$ cat src/rtl/alu_pkg.sv
// Shared types for the ALU execute stage: op codes, decoder output, FSM states.
// The optional multiplier is enabled by defining ALU_MUL_EN.
package alu_pkg;

    // Internal op codes; branch compares occupy the encodings left free by the arithmetic ops
    typedef enum logic [3:0] {
        OP_AND  = 4'b0000,
        OP_OR   = 4'b0001,
        OP_ADD  = 4'b0010,
        OP_SRA  = 4'b0011,
        OP_BEQ  = 4'b0100,
        OP_BNE  = 4'b0101,
        OP_SUB  = 4'b0110,
        OP_SLT  = 4'b0111,
        OP_SLL  = 4'b1000,
        OP_SRL  = 4'b1001,
        OP_XOR  = 4'b1010,
        OP_BGEU = 4'b1011,
        OP_BLT  = 4'b1100,
        OP_BGE  = 4'b1101,
        OP_BLTU = 4'b1110,
        OP_SLTU = 4'b1111
    } alu_opc_e;

    // Decoder output: op code plus a flag selecting the iterative multiplier
    typedef struct packed {
        logic     mul;
        alu_opc_e opc;
    } dec_t;

    localparam logic [1:0] ALU_ADDR  = 2'b00;
    localparam logic [1:0] ALU_BR    = 2'b01;
    localparam logic [1:0] ALU_ARITH = 2'b10;

    // The completing edge of a multi-cycle op also raises out_valid, so no
    // separate DONE state is ever held.
    typedef enum logic [1:0] {
        ST_IDLE  = 2'd0,
        ST_SHIFT = 2'd1
`ifdef ALU_MUL_EN
        , ST_MUL = 2'd3
`endif
    } state_e;

    function automatic logic is_shift(input alu_opc_e o);
        return o inside {OP_SLL, OP_SRL, OP_SRA};
    endfunction

    function automatic logic is_branch(input alu_opc_e o);
        return o inside {OP_BEQ, OP_BNE, OP_BLT, OP_BGE, OP_BLTU, OP_BGEU};
    endfunction

endpackage

$ cat src/rtl/alu_exec_unit_decode.sv
// Pure combinational decode of alu_op/funct3/funct7/is_imm into an internal op code.
// ALU_MUL_EN adds the funct7=0000001 multiply encoding.
module alu_op_decode
    import alu_pkg::*;
(
    input  logic [1:0] alu_op,
    input  logic [2:0] funct3,
    input  logic [6:0] funct7,
    input  logic       is_imm,
    output dec_t       dec
);

`ifndef ALU_MUL_EN
    // only funct7[5] selects anything in the base instruction set
    logic unused_f7;
    assign unused_f7 = ^{funct7[6], funct7[4:0]};
`endif

    // map instruction fields to op code; anything unrecognised falls back to ADD
    always_comb begin
        dec.mul = 1'b0;
        dec.opc = OP_ADD;
        case (alu_op)
            ALU_BR: begin
                case (funct3)
                    3'b001:  dec.opc = OP_BNE;
                    3'b100:  dec.opc = OP_BLT;
                    3'b101:  dec.opc = OP_BGE;
                    3'b110:  dec.opc = OP_BLTU;
                    3'b111:  dec.opc = OP_BGEU;
                    default: dec.opc = OP_BEQ;
                endcase
            end
            ALU_ARITH: begin
`ifdef ALU_MUL_EN
                if (funct7 == 7'b0000001) dec.mul = (funct3 == 3'b000);
                else
`endif
                case (funct3)
                    3'b000:  dec.opc = (!is_imm && funct7[5]) ? OP_SUB : OP_ADD;
                    3'b001:  dec.opc = OP_SLL;
                    3'b010:  dec.opc = OP_SLT;
                    3'b011:  dec.opc = OP_SLTU;
                    3'b100:  dec.opc = OP_XOR;
                    3'b101:  dec.opc = funct7[5] ? OP_SRA : OP_SRL;
                    3'b110:  dec.opc = OP_OR;
                    default: dec.opc = OP_AND;
                endcase
            end
            default: dec.opc = OP_ADD;
        endcase
    end

endmodule

$ cat src/rtl/alu_exec_unit.sv
// Decode-and-execute ALU stage with valid/ready handshake. Single-cycle ops
// register their result on the accept edge; shifts step SHIFT_STEP bits per cycle.
// Define ALU_MUL_EN to add an iterative shift-add multiplier (1 bit per cycle).
module alu_exec_unit
    import alu_pkg::*;
#(
    parameter int XLEN       = 32,
    parameter int SHIFT_STEP = 4
) (
    input  logic            clk,
    input  logic            rst_n,
    input  logic            in_valid,
    output logic            in_ready,
    input  logic [1:0]      alu_op,
    input  logic [2:0]      funct3,
    input  logic [6:0]      funct7,
    input  logic            is_imm,
    input  logic [XLEN-1:0] operand_a,
    input  logic [XLEN-1:0] operand_b,
    output logic            out_valid,
    input  logic            out_ready,
    output logic [XLEN-1:0] result,
    output logic            branch_taken
);

    localparam int SHW = $clog2(XLEN);
    localparam int CW  = SHW + 1;
    localparam logic [CW-1:0] STEP = CW'(SHIFT_STEP);

    state_e          state;
    dec_t            dec;
    logic            accept;
    logic [SHW-1:0]  shamt;
    logic [XLEN-1:0] single_res;
    logic            single_br;
    logic [XLEN-1:0] sh_val, shift_next;
    logic [CW-1:0]   sh_rem, sh_step;
    alu_opc_e        sh_opc;

    alu_op_decode u_dec (
        .alu_op (alu_op),
        .funct3 (funct3),
        .funct7 (funct7),
        .is_imm (is_imm),
        .dec    (dec)
    );

    assign in_ready = (state == ST_IDLE) && (!out_valid || out_ready);
    assign accept   = in_valid && in_ready;
    assign shamt    = operand_b[SHW-1:0];

    // single-cycle result; shift ops only land here when shamt==0, so they pass operand_a
    always_comb begin
        single_res = operand_a + operand_b;
        single_br  = 1'b0;
        case (dec.opc)
            OP_SUB:  single_res = operand_a - operand_b;
            OP_SLT:  single_res = XLEN'($signed(operand_a) < $signed(operand_b));
            OP_SLTU: single_res = XLEN'(operand_a < operand_b);
            OP_XOR:  single_res = operand_a ^ operand_b;
            OP_OR:   single_res = operand_a | operand_b;
            OP_AND:  single_res = operand_a & operand_b;
            OP_SLL, OP_SRL, OP_SRA: single_res = operand_a;
            OP_BEQ:  single_br = (operand_a == operand_b);
            OP_BNE:  single_br = (operand_a != operand_b);
            OP_BLT:  single_br = ($signed(operand_a) <  $signed(operand_b));
            OP_BGE:  single_br = ($signed(operand_a) >= $signed(operand_b));
            OP_BLTU: single_br = (operand_a <  operand_b);
            OP_BGEU: single_br = (operand_a >= operand_b);
            default: single_res = operand_a + operand_b;
        endcase
        if (is_branch(dec.opc)) single_res = XLEN'(single_br);
    end

    // one shift step of at most SHIFT_STEP bits; sh_val keeps the sign bit for SRA
    always_comb begin
        sh_step = (sh_rem < STEP) ? sh_rem : STEP;
        case (sh_opc)
            OP_SLL:  shift_next = sh_val << sh_step;
            OP_SRL:  shift_next = sh_val >> sh_step;
            default: shift_next = $signed(sh_val) >>> sh_step;
        endcase
    end

`ifdef ALU_MUL_EN
    logic [XLEN-1:0] mul_acc, mul_mcand, mul_mplier, mul_acc_next;
    logic [CW-1:0]   mul_cnt;

    // add the shifted multiplicand when the current multiplier bit is set
    always_comb begin
        mul_acc_next = mul_acc + (mul_mplier[0] ? mul_mcand : '0);
    end
`else
    logic unused_mul;
    assign unused_mul = dec.mul;
`endif

    // FSM, operand registers and output handshake
    always_ff @(posedge clk or negedge rst_n) begin
        if (!rst_n) begin
            state        <= ST_IDLE;
            out_valid    <= 1'b0;
            result       <= '0;
            branch_taken <= 1'b0;
            sh_val       <= '0;
            sh_rem       <= '0;
            sh_opc       <= OP_ADD;
`ifdef ALU_MUL_EN
            mul_acc      <= '0;
            mul_mcand    <= '0;
            mul_mplier   <= '0;
            mul_cnt      <= '0;
`endif
        end else begin
            if (out_valid && out_ready) out_valid <= 1'b0;
            case (state)
                ST_IDLE: begin
                    if (accept) begin
`ifdef ALU_MUL_EN
                        if (dec.mul) begin
                            mul_acc    <= '0;
                            mul_mcand  <= operand_a;
                            mul_mplier <= operand_b;
                            mul_cnt    <= CW'(XLEN);
                            state      <= ST_MUL;
                        end else
`endif
                        if (is_shift(dec.opc) && shamt != '0) begin
                            sh_val <= operand_a;
                            sh_rem <= CW'(shamt);
                            sh_opc <= dec.opc;
                            state  <= ST_SHIFT;
                        end else begin
                            result       <= single_res;
                            branch_taken <= single_br;
                            out_valid    <= 1'b1;
                        end
                    end
                end
                ST_SHIFT: begin
                    sh_val <= shift_next;
                    sh_rem <= sh_rem - sh_step;
                    if (sh_rem <= STEP) begin
                        result       <= shift_next;
                        branch_taken <= 1'b0;
                        out_valid    <= 1'b1;
                        state        <= ST_IDLE;
                    end
                end
`ifdef ALU_MUL_EN
                ST_MUL: begin
                    mul_acc    <= mul_acc_next;
                    mul_mcand  <= mul_mcand << 1;
                    mul_mplier <= mul_mplier >> 1;
                    mul_cnt    <= mul_cnt - 1'b1;
                    if (mul_cnt == CW'(1)) begin
                        result       <= mul_acc_next;
                        branch_taken <= 1'b0;
                        out_valid    <= 1'b1;
                        state        <= ST_IDLE;
                    end
                end
`endif
                default: state <= ST_IDLE;
            endcase
        end
    end

endmodule
$ cat config.mk
export PLATFORM = sky130hd
export DESIGN_NAME = alu_exec_unit
export DESIGN_NICKNAME = d
export VERILOG_FILES = /design/src/rtl/alu_pkg.sv /design/src/rtl/alu_exec_unit_decode.sv /design/src/rtl/alu_exec_unit.sv
export SDC_FILE = /design/constraint.sdc
export NUM_CORES = 1
export LEC_CHECK = 0
export CAP_MARGIN = 40
export CORE_UTILIZATION = 54
export DETAILED_ROUTE_END_ITERATION = 10
export GPL_ROUTABILITY_DRIVEN = 0
export PLACE_DENSITY = 0.81
export SLEW_MARGIN = 20
export SYNTH_ARGS = -nofsm -noshare
export SYNTH_HDL_FRONTEND = slang
export SYNTH_SLANG_ARGS = --single-unit
$ cat constraint.sdc
create_clock -name clk -period 2.6 [get_ports clk]
set_clock_uncertainty 0.2 [all_clocks]
set_input_delay 0.39 -clock clk [delete_from_list [all_inputs] [get_ports clk]]
set_output_delay 0.39 -clock clk [all_outputs]
set_load 0.005 [all_outputs]
==> results of run 1 <==
[routing by layer]
layer / track usage [%] / overflow
met1: 92.6 / 20
met2: 112 / 576
met3: 85.0 / 24
met4: 105 / 285
met5: 56.6 / 6
[what timing repair did]
item / in CTS
hold endpoints to repair: 34
gates cloned: 16
endpoints found under the setup margin: 77
setup buffers: 100
hold buffers: 1
pin swaps: 221
resized for setup: 656
[per-stage QoR]
step	hold slack, ns	utilization (%)	TNS (ns)
after detailed placement	0.177	80.5	-89.97
after CTS	0.234	97.8	-15.37
after floorplan	-0.106	-	-11.54
after global placement	0.175	80.4	-81.83
[logic make-up after synthesis]
logic type | after synthesis | share of synthesized area [%]
AOI/OAI and AO/OA | 560 | 34.5
DFF | 77 | 17.3
muxes | 28 | 2.91
adders and majority gates | 101 | 11.5
and+or+nand+nor | 582 | 24.4
other | 1 | 0.0336
xor gates and xnor gates | 16 | 1.26
buffers and inverters | 229 | 8.19
==> impl_summary.txt, run 1 <==
----------------------------------------------------
[Clocking]
  Buffer depth of the longest clock path ... 2
  Clock sink count ... between 70 and 80
  Clock root buffer ... clkbuf_16
  Level count of the clock H-tree ... 3
  CTS buffer count ... 9

[Yosys]
  Proportion of synthesized chip area in sequential cells ... between 10% and 20%
  Number of enable flip-flop cells after synthesis ... 0
  Share of the synthesized area in the top cell type ... between 15 and 20%
  Main synth FF type ... dfrtp_1
  Count of state elements after synthesis ... 77
  Cell type with the highest aggregate area in the netlist ... dfrtp_1
  Most frequent cell after synthesis ... nor2_1
  Count of cell types in the netlist ... 90
  Post-synthesis instance total ... around 1600
  Post-Synthesis Cell Area ... between 10000 and 15000 sq um
  Post-synthesis area per instance ... between 7 and 8 sq um
  Most area-consuming cells after synthesis ... dfrtp_1 (17%), ha_1 (11%), nor2_1 (6.3%), nor3_1 (5.4%), a21oi_1 (5.0%)
  Commonest cells in the synthesized netlist ... nor2_1 (186), nand2_1 (132), nor3_1 (120), a21oi_1 (112), inv_1 (111)
  Synthesis Warnings ... 0
  Net Count, Synth ... roughly 1800
  Share of async-settable or async-resettable flops after synthesis ... 100%

[Global routing]
  Largest net degree at the start of global routing ... 44
  First-pass GRT wire length ... about 160000 um
  Number of global-route vias before repair ... roughly 25000
  Total congestion overflow ... 911
  Gr usage total ... about 97%

[Run status]
  Status ... stopped before the end
  Error that stopped the run ... [ERROR GRT-0116] Global routing finished with congestion. Check the congestion regions in the DRC Viewer.
  Exit stage ... global routing

[Placed design]
  Area of placed instances ... roughly 16000 sq um
  HPWL after detailed placement ... ~41000 um
  Cell Count Post-Placement ... 2339
  Post-Place Setup Slack ... -1.78 ns
  Count of buffers inserted at the top-level ports ... 109

[Die]
  Die height ... between 100 and 150 um
  Initial cell density of the core ... roughly 55%
  X dimension of the die ... roughly 150 um
  # IOs ... 116
  Number of rows created at floorplan ... 52

----------------------------------------------------
==> inputs of run 2 (changes only) <==
CORE_UTILIZATION = 40   (was 54)
PLACE_DENSITY = unset   (was 0.81)
PLACE_DENSITY_LB_ADDON = 0.15   (was unset)
clock period = 3.4 ns   (was 2.6 ns; I/O delays follow)
==> run 2 against run 1 <==
Synthesized area unchanged. The flow now finishes, with violations (setup timing). Synthesized cell count did not move.
==> impl_summary.txt, run 2 <==
----------------------------------------------------
[Global routing]
  Total congestion overflow ... 0
  Number of global-route vias before repair ... 13963
  Number of antenna violations at the first check in global routing ... 1
  First-pass GRT wire length ... approximately 78000 um
  Gr usage total ... approximately a third
  Largest net degree at the start of global routing ... 47

[Worst setup path]
  Largest stage delay, worst path ... just under 0.5 ns
  Setup slack on the worst flop-to-flop path ... 0.17 ns
  Reg-to-reg startpoint ... sh_rem[3]
  WS Path Type ... in -> reg
  Reg-to-Reg End ... sh_val[19]
  Required time at the worst-slack endpoint ... between 3 and 4 ns
  Critical-path maximum fanout ... 2
  Gate family responsible for the most delay along the worst path ... buffers and inverters
  Setup crit start kind ... input pin
  Depth of the worst register-to-register path ... 9
  Arrival time worst endpoint ... ~3.4 ns
  Cell-by-cell trace of the critical path ... clkdlybuf4s50_1 -> inv_2 -> ha_4 -> nor4_4 -> buf_4 -> nand4_1 -> nor4_4 -> buf_4 -> xnor2_1 -> nor4_1 -> a21oi_1 -> o41ai_4 -> buf_4 -> nor2_2 -> o21ai_1
  Endpoint kind of the worst setup timing path ... flip-flop
  Count of buffering cells on the critical path with inverters included ... 5
  Most numerous cell on the critical path ... buf_4
  Slowest library cell on the worst path ... clkdlybuf4s50_1

[Yosys]
  Most area-consuming cells after synthesis ... dfrtp_1 (17%), ha_1 (11%), nor2_1 (6.3%), nor3_1 (5.4%), a21oi_1 (5.0%) (unchanged)
  Net Count, Synth ... 1776 (unchanged)
  Count of cell types in the netlist ... 90 (unchanged)
  Commonest cells in the synthesized netlist ... nor2_1 (186), nand2_1 (132), nor3_1 (120), a21oi_1 (112), inv_1 (111) (unchanged)
  Share of synthesized cell area in full adder, half adder and majority cells ... 11.5% (unchanged)
  Main synth FF type ... dfrtp_1 (unchanged)
  Proportion of synthesized chip area in sequential cells ... 17.3% (unchanged)
  Count of state elements after synthesis ... 77 (unchanged)
  Cell type with the highest aggregate area in the netlist ... dfrtp_1 (unchanged)
  Post-Synthesis Cell Area ... 11200 sq um (unchanged)
  Synthesis Warnings ... 0 (unchanged)
  Most frequent cell after synthesis ... nor2_1 (unchanged)
  Multiplexer share of the synthesized area ... 2.91% (unchanged)
  Synth Area in Simple Gates ... 24.4% (unchanged)
  Share of the synthesized area in the top cell type ... 17.0% (unchanged)
  Post-synthesis instance total ... 1594 (unchanged)
  Number of enable flip-flop cells after synthesis ... 0 (unchanged)
  Main combinational cell family by area after synthesis ... compound AO/OA/AOI/OAI gates (unchanged)
  Synthesized-area fraction occupied by xor and xnor cells ... 1.26% (unchanged)
  Share of async-settable or async-resettable flops after synthesis ... 100% (unchanged)
  Post-synthesis area per instance ... 7.00 sq um (unchanged)
  Synthesized-area fraction occupied by ao, oa, aoi and oai cells ... 34.5% (unchanged)

[Cells and area]
  Fraction of final layout cells sized beyond drive strength 1 ... around 32%
  Design Area, Final ... approximately 17000 sq um
  Layout Nets ... roughly 2200
  P&R area growth vs syn ... 52.8%
  Finished Layout Cells ... between 2000 and 2500
  Most frequent standard cell in the layout excluding fill and tap cells ... buf_4
  Top Registers ... result x32, sh_val x32, sh_rem x6
  Most used cells in the layout excluding fill and tap cells ... buf_4 (414), nor2_1 (179), nand2_1 (129)

[Pwr]
  Internal power ... about 4.7 mW
  Switching Share ... between 40% and 50%
  Max VDD drop ... 0.000282 V
  PwrDens ... between 500 and 600 nW/um^2
  Net switching component of the power ... 4.40 mW
  Leakage power ... 7.73 nW
  Combinational share of power ... between 60 and 70%
  Sequential power share ... roughly a fifth
  Part of the power in the clock network ... ~11%

[Die]
  Number of rows created at floorplan ... 60 (was 52)
  Area of the placeable core ... approximately 27000 sq um
  # IOs ... 116 (unchanged)
  Die area ... approximately 29000 sq um
  Die height ... 169 um (was 146 um)
  Initial cell density of the core ... 41.1% (was 55.2%)
  X dimension of the die ... 169 um (was 146 um)

[Routing]
  Post-detailed-route wirelength per cell ... approximately 21 um
  Overall via count from detail_route ... 14874
  Starting DRC count in detailed routing ... 2028
  Average vias per placed instance ... a little over 6
  Residual antenna-violating net count after detailed routing ... 0
  DRC violation count after routing ... 0
  First-pass detailed-route iteration total ... 6
  Final wirelength ... between 50000 and 60000 um

[Timing]
  Slew of the pin with the lowest slew margin ... 0.864 ns
  Number of hold violations in the final report ... 0
  Max-slew headroom ... a little over two fifths
  Setup WS post-layout ... -0.0181 ns
  Maximum clock rate ... 0.293 GHz
  Sum of negative setup slack ... -0.0351 ns
  Minimum clock period ... 3.42 ns
  RSZ-0062 raised after global routing ... true
  Number of slew-limit violations in the final report ... 0
  Fraction of the cycle the final worst path needs ... 101%
  Setup violation total in the final timing report ... 2

[Clocking]
  Level count of the clock H-tree ... 3 (unchanged)
  Clock sink count ... 77 (unchanged)
  Clock-pin slew of the registers on the worst-case setup and hold paths ... around 0.070 ns
  Clock latency on the worst-skew pair ... 0.35 ns
  Clock tree from TritonCTS ... done
  Buffer depth of the longest clock path ... 2 (unchanged)
  Clock root buffer ... clkbuf_16 (unchanged)
  CTS buffer count ... 9 (unchanged)

[Placed design]
  Area of placed instances ... 15600 sq um (was 16300 sq um)
  Post-Place Setup Slack ... -0.995 ns (was -1.78 ns)
  HPWL after detailed placement ... 39500 um (was 40800 um)
  Count of buffers inserted at the top-level ports ... 109 (unchanged)
  Cell Count Post-Placement ... 2379 (was 2339)

[Job]
  Max-cap violations ... 0

[Worst hold path]
  Worst Hold Endpoint ... sh_opc[3]
  Hold Path Depth ... 2
  Launch point of the worst hold path ... sh_opc[3]
  Type of the tightest min-delay check ... reg -> reg

[Run status]
  Status ... finished, violations left (was stopped before the end)
  Violations in the final reports ... setup timing

----------------------------------------------------
run 2: cell counts after synthesis:
Identical to the previous run, type by type.
run 2: per-stage QoR:
stage                     utilization (%)  power (mW)  hold WS (ns)
after floorplan                         -        5.02        0.0144
after global placement               57.5        7.56         0.275
after detailed placement             57.5        7.63         0.292
after CTS                            60.0        8.75         0.308
after global routing                 62.8        9.64         0.329
final                                62.8        9.10         0.303
run 2: worst max-delay path by stage:
stage / endpoint / cells past startpoint / start
floorplan: result[18] / 13 / operand_a[0]
global route: branch_taken / 15 / operand_b[24]
finish: branch_taken / 15 / operand_b[24]
global placement: result[28] / 14 / operand_a[0]
detailed placement: result[28] / 14 / operand_a[0]
CTS: result[24] / 13 / operand_a[12]
run 2: logic make-up after synthesis:
| family | count (synthesis) |
|---|---|
| multiplexers | 28 |
| XOR/XNOR | 16 |
| other | 1 |
| AND/OR/NAND/NOR | 582 |
| flip-flops | 77 |
| buffers and inverters | 229 |
| adder cells (fa/ha/maj) | 101 |
| AO/OA/AOI/OAI | 560 |
run 2: power groups by stage:
| stage | sequential, mW | clock (mW) | combinational, mW |
|---|---|---|---|
| final | 1.80 | 1.04 | 6.26 |
| after global routing | 1.82 | 1.07 | 6.74 |
| after CTS | 1.77 | 1.04 | 5.94 |
| after detailed placement | 1.78 | 0 | 5.84 |
| after global placement | 1.78 | 0 | 5.78 |
| after floorplan | 1.62 | 0 | 3.40 |
run 2: area by class of cell:
type / instances / area (sq um)
Multi-Input combinational cell: 1289 / 9280
Inverter: 113 / 437
Clock buffer: 10 / 239
Tap cell: 372 / 465
Timing Repair Buffer: 546 / 4640
Antenna cell: 1 / 2.50
Sequential cell: 77 / 1930
Fill cell: 2444 / 10100
Clock inverter: 6 / 71.3
run 2: worst register-to-register path: stages (launching register included):
cell and delay (ns):
dfrtp_1 0.44, or4_1 0.54, buf_4 0.20, buf_4 0.22, nor3_1 0.36, nor3_1 0.10
a211oi_1 0.27, nor3_1 0.07, o21ai_0 0.51, o211ai_1 0.17
run 2: repair_timing:
| action | CTS | global route |
|---|---|---|
| hold endpoints to repair | 40 | 0 |
| gates cloned | 0 | 1 |
| endpoints found under the setup margin | 73 | 31 |
| buffers inserted | 3 | 13 |
| resized for setup | 98 | 153 |
| hold buffers | 1 | 0 |
| pin swaps | 18 | 43 |
run 2: layer usage:
| metal | vias to the layer above | routed length, um | track usage, % |
|---|---|---|---|
| li1 | 6791 | - | - |
| met1 | 7065 | 21400 | 47.0 |
| met2 | 878 | 22900 | 55.4 |
| met3 | 140 | 5060 | 5.87 |
| met4 | 0 | 1780 | 11.9 |
| met5 | - | 0 | 0 |
(Power assumes the default switching activity.)
